### src/rtl/enc_pkg.sv
// Shared definitions for the registered priority / round-robin encoder.
package enc_pkg;

  // Search-mode encoding as seen on the mode input.
  typedef enum logic {
    MODE_FIXED = 1'b0,
    MODE_RR    = 1'b1
  } enc_mode_e;

  // Index width for n request lines, never narrower than one bit.
  function automatic int unsigned clog2_min1(input int unsigned n);
    return (n <= 2) ? 1 : $clog2(n);
  endfunction

endpackage

### src/rtl/prio_find.sv
// Combinational search for the first set request at or after a start
// pointer, wrapping modulo N (N need not be a power of two).
module prio_find
  import enc_pkg::*;
#(
  parameter int unsigned N    = 8,
  parameter int unsigned IDXW = clog2_min1(N)
) (
  input  logic [N-1:0]    din,
  input  logic [IDXW-1:0] ptr,
  output logic [IDXW-1:0] idx,
  output logic            found
);

  logic [N-1:0]    rot;
  logic [IDXW-1:0] off;

  // (base + k) mod N, valid because base < N and k < N.
  function automatic logic [IDXW-1:0] wrap_add(input logic [IDXW-1:0] base,
                                               input int unsigned k);
    int unsigned s;
    s = 32'(base) + k;
    if (s >= N) s = s - N;
    return IDXW'(s);
  endfunction

  // Rotate din so that request ptr lands at bit 0.
  always_comb begin
    rot = '0;
    for (int unsigned k = 0; k < N; k++) begin
      rot[k] = din[wrap_add(ptr, k)];
    end
  end

  // Lowest set bit of the rotated vector; scanning downward leaves the lowest.
  always_comb begin
    off   = '0;
    found = 1'b0;
    for (int k = int'(N) - 1; k >= 0; k--) begin
      if (rot[k]) begin
        off   = IDXW'(k);
        found = 1'b1;
      end
    end
  end

  // Undo the rotation to get the absolute request index.
  assign idx = wrap_add(ptr, 32'(off));

endmodule

### src/rtl/prio_encoder_rr.sv
// Registered N-to-log2(N) encoder with fixed-priority and round-robin modes
// and a valid/ready output stage giving one result per cycle.
module prio_encoder_rr
  import enc_pkg::*;
#(
  parameter int unsigned N    = 8,
  parameter int unsigned IDXW = clog2_min1(N)
) (
  input  logic            clk,
  input  logic            rst,
  input  logic            en,
  input  logic [N-1:0]    din,
  input  logic            mode,
  output logic            in_ready,
  output logic [IDXW-1:0] out_idx,
  output logic            out_valid,
  output logic            out_multi,
  input  logic            out_ready
);

  logic [IDXW-1:0] rr_ptr;
  logic [IDXW-1:0] search_ptr;
  logic [IDXW-1:0] win_idx;
  logic            win_found;
  logic            capture;
  logic            multi;
  logic            rr_sel;

  assign rr_sel = (enc_mode_e'(mode) == MODE_RR);

  // Fixed priority is round-robin search anchored at index 0.
  assign search_ptr = rr_sel ? rr_ptr : '0;

  prio_find #(
    .N    (N),
    .IDXW (IDXW)
  ) u_find (
    .din   (din),
    .ptr   (search_ptr),
    .idx   (win_idx),
    .found (win_found)
  );

  // Output slot is free when empty or being drained this cycle.
  assign in_ready = !out_valid || out_ready;

  assign capture = en && win_found && in_ready;

  // Clearing the lowest set bit leaves something only if two or more were set.
  assign multi = (din & (din - {{(N-1){1'b0}}, 1'b1})) != '0;

  // Result register, handshake state and round-robin pointer.
  always_ff @(posedge clk) begin
    if (rst) begin
      out_valid <= 1'b0;
      out_idx   <= '0;
      out_multi <= 1'b0;
      rr_ptr    <= '0;
    end else if (capture) begin
      out_valid <= 1'b1;
      out_idx   <= win_idx;
      out_multi <= multi;
      if (rr_sel) begin
        rr_ptr <= (win_idx == IDXW'(N - 1)) ? '0 : win_idx + IDXW'(1);
      end
    end else if (out_valid && out_ready) begin
      out_valid <= 1'b0;
    end
  end

endmodule

### config.mk
export PLATFORM = sky130hd
export DESIGN_NAME = prio_encoder_rr
export DESIGN_NICKNAME = d
export VERILOG_FILES = /design/src/rtl/enc_pkg.sv /design/src/rtl/prio_find.sv /design/src/rtl/prio_encoder_rr.sv
export SDC_FILE = /design/constraint.sdc
export NUM_CORES = 1
export LEC_CHECK = 0
export ABC_AREA = 1
export BUFFER_PORTS_ARGS = -buffer_cell sky130_fd_sc_hd__buf_2
export CAP_MARGIN = 25
export CORE_ASPECT_RATIO = 1.1
export CORE_MARGIN = 1.5
export CORE_UTILIZATION = 58
export CTS_BUF_LIST = sky130_fd_sc_hd__clkbuf_8
export DETAILED_ROUTE_END_ITERATION = 10
export GPL_ROUTABILITY_DRIVEN = 0
export HOLD_SLACK_MARGIN = 0.1
export PLACE_DENSITY_LB_ADDON = 0.25
export SYNTH_ARGS = -nofsm -noshare
export SYNTH_HDL_FRONTEND = slang
export SYNTH_SLANG_ARGS = --single-unit
### constraint.sdc
create_clock -name clk -period 3.35 [get_ports clk]
set_clock_uncertainty 0.15 [all_clocks]
set_input_delay 0.1675 -clock clk [delete_from_list [all_inputs] [get_ports clk]]
set_output_delay 0.1675 -clock clk [all_outputs]
set_load 0.02 [all_outputs]
==> parameters.txt <==
Parameter                              Value

Run status
  Status    finished clean

Clock network
  Root buffer selected by CTS    clkbuf_8
  Clock input transition at the sequential cells of the worst setup and hold paths    0.04 ns
  TritonCTS clock tree    built
  Number of buffers added by the clock tree synthesis step    3
  Clock latency reported for the late side of the worst-skew pair    0.23 ns
  CTS Sinks    8
  Post-CTS setup buffer count    0
  H-tree level count    1
  Maximum number of buffers from clock root to sink    2

Detailed routing
  Number of antenna-violating nets in the routed design    0
  Average via count per standard cell    5.68
  DRC violation count after routing    0
  Detail-routed net length per standard cell    11.6 um
  Final routed wirelength across all metal layers    2520 um
  Number of detailed-route iterations in the first pass    6
  Detailed router's first-iteration violation count    37
  Vias after detailed routing    1233

STA
  Fraction of the cycle the final worst path needs    93.5%
  Sum of negative setup slack    0 ns
  Max Transition Viols Final    0
  Setup ws final    0.217 ns
  Final setup violating endpoints    0
  Headroom to the max-slew limit    83.9%
  Highest achievable clock rate    0.319 GHz
  Actual transition at the worst max-transition pin    0.239 ns
  Final critical delay including setup and external delays    3.13 ns
  Worst hold slack    0.171 ns
  Hold violation total from the final report    0

Pwr
  Pleak    0.693 nW
  Portion of total power attributed to sequential cells    26.0%
  Portion of total power attributed to combinational logic    46.7%
  Switching Share    39.7%
  NetSw    169 uW
  Cell area power density    340 nW/um^2
  Fraction of power consumed by the clock network    27.3%
  Power Internal    257 uW
  Maximum resistive drop on vdd    0.287 mV

Final layout
  Signed area change from the synthesized netlist to the final layout    14.8%
  Number of nets in the final layout    219
  Most frequent standard cell in the layout excluding fill and tap cells    nand2_1
  Finished layout cell area    1250 sq um
  Count of antenna diodes in the layout    0
  Commonest non-fill, non-tap cells in the layout    nand2_1, nand3_1, inv_1, buf_2, nand2_2
  Filler instances    154
  Layout cells sized above 1    27.6%

Logic synthesis
  Syn_area_per_cell    6.17 sq um
  Number of register bits inferred by synthesis    8
  Warning count from the yosys run    0
  Post-Syn Area    1090 sq um
  Syn_nets    195
  Number of library cell types mapped by synthesis    27
  Register area share after synthesis    14.7%
  Gate count of the mapped netlist    177

Floorplan
  Initial core utilization    61.3%
  Area inside the core boundary    1780 sq um
  Overall die area    2150 sq um
  Row Count    16
  Die H    48.5 um
  Die width    44.4 um
  Total I/O pin count    19

Worst setup path
  Required time at the endpoint of the critical path    3.36 ns
  Critical path class    register to register
  Maximum single-stage delay on the critical path    0.41 ns
  Cell repeated most along the worst path    nand2_1
  Max FO, Critical Path    3
  Slowest CP cell    fa_1
  Element type at the critical path end    register
  Cells along the critical path    nand2_4 -> ha_1 -> inv_1 -> nand3_1 -> nand2_1 -> nand2_1 -> nand2_2 -> nand2_1 -> nand2_1 -> nand2_1 -> nand2_1 -> a21boi_0 -> ha_1 -> fa_1 -> xnor2_2 -> xnor2_2 -> ha_1 -> nor2_1 -> nand2_1 -> a21oi_1
  Worst endpoint data arrival time    3.14 ns
  Depth of the worst register-to-register path    20
  Critical Path Source Type    register

Placed design
  Number of port buffers    18
  Minimum setup slack after placement    0.126 ns
  Total cell area at the placement stage    1190 sq um
  Detailed-placement wirelength estimate    2080 um

Global routing
  Vias in the first global route    1169
  Maximum number of pins on one net before global-route repair    12
  Total gr overflow    0
  Global-route wire length before repair    4460 um
  All-Layer GR Usage    27.3%
  Initial antenna violation count    0

Flow run
  Max-capacitance violation count    0

Hold path
  Hold Path Cell Cnt    3
  Type of the tightest min-delay check    input pin to register
-- synthesized netlist by cell type --
| library cell | n | area, sq um |
|---|---|---|
| a21boi_0 | 1 | 7.51 |
| inv_1 | 21 | 78.8 |
| nand4_2 | 1 | 12.5 |
| inv_2 | 2 | 7.51 |
| o21ai_2 | 1 | 8.76 |
| xnor2_2 | 1 | 16.3 |
| a31oi_1 | 1 | 6.26 |
| buf_6 | 3 | 33.8 |
| nor3_1 | 2 | 10.0 |
| o21ai_0 | 4 | 20.0 |
| dfxtp_1 | 8 | 160 |
| nor2_4 | 2 | 22.5 |
| nand3_4 | 1 | 17.5 |
| nor2_2 | 1 | 6.26 |
| o2111a_1 | 1 | 11.3 |
| o21ai_1 | 4 | 20.0 |
| nand3_1 | 35 | 175 |
| nand2_1 | 45 | 169 |
| nand2_4 | 3 | 33.8 |
| xor2_1 | 2 | 17.5 |
| ha_1 | 4 | 50.1 |
| nor2_1 | 6 | 22.5 |
| a21oi_1 | 8 | 40.0 |
| xnor2_1 | 2 | 17.5 |
| fa_1 | 1 | 20.0 |
| nand2_2 | 16 | 100 |
| buf_4 | 1 | 7.51 |
-- final cells by class --
| cell class | count | area (sq um) | area share (%) |
|---|---|---|---|
| clock buffer | 3 | 41.3 | 3.29 |
| inverter | 23 | 86.3 | 6.89 |
| tap | 18 | 22.5 | 1.80 |
| multi-input combinational | 142 | 812 | 64.8 |
| sequential | 8 | 161 | 12.9 |
| timing repair buffer | 23 | 130 | 10.4 |
-- worst max-delay path, delay by kind of cell (launching register included) --
kind / cells / cell delay (ns)
simple gates: 11 / 0.75
buf+inv: 1 / 0.09
compound gates: 2 / 0.23
fa+ha+maj: 4 / 1.17
flops: 1 / 0.36
xor+xnor: 2 / 0.33
-- flip-flops by register name, summed over array words and instances (netlist names) --
name and cells:
rr_ptr 3, out_multi 1, out_idx 3, out_valid 1
-- power by group through the flow --
stage	clock network, mW	logic (mW)	registers (mW)
after floorplan	0	0.145	0.119
after global placement	0	0.190	0.112
after detailed placement	0	0.196	0.112
after CTS	0.119	0.198	0.110
after global routing	0.122	0.224	0.112
final	0.116	0.199	0.111
-- timing repair --
action	in CTS	in global routing
hold buffers	1	0
setup endpoints to repair	0	3
hold endpoints to repair	3	0
resized for setup	0	2
-- cell families after synthesis --
group / share of synthesized area (%)
xor gates and xnor gates: 4.70
and+or+nand+nor: 52.1
adders and majority gates: 6.41
DFF: 14.7
AOI/OAI and AO/OA: 10.4
buffers and inverters: 11.7
-- stage by stage --
| stage | utilization (%) | std cells | power [mW] |
|---|---|---|---|
| CTS | 69.9 | 217 | 0.427 |
| floorplan | - | 177 | 0.264 |
| global placement | 67.0 | 213 | 0.302 |
| detailed placement | 67.0 | 213 | 0.307 |
| global route | 70.4 | 217 | 0.458 |
| finish | 70.4 | 217 | 0.426 |
-- per-layer routing --
metal | vias to the layer above | share of wire, % | GRT usage (%)
met1 | 558 | 39 | 31.4
met3 | 12 | 5.8 | 5.22
met4 | 0 | 3.3 | 12.1
met2 | 44 | 51 | 47.1
li1 | 619 | - | -
met5 | - | 0 | 0
-- worst paths after layout --
path | end | slack [ns] | from
worst min register to register | out_idx[1] | 0.29 | out_idx[1]
worst max register to register | rr_ptr[0] | 0.22 | rr_ptr[0]
worst max-delay path | rr_ptr[0] | 0.22 | rr_ptr[0]
worst min-delay path | out_valid | 0.17 | en
Power figures use the tool's default switching activity.
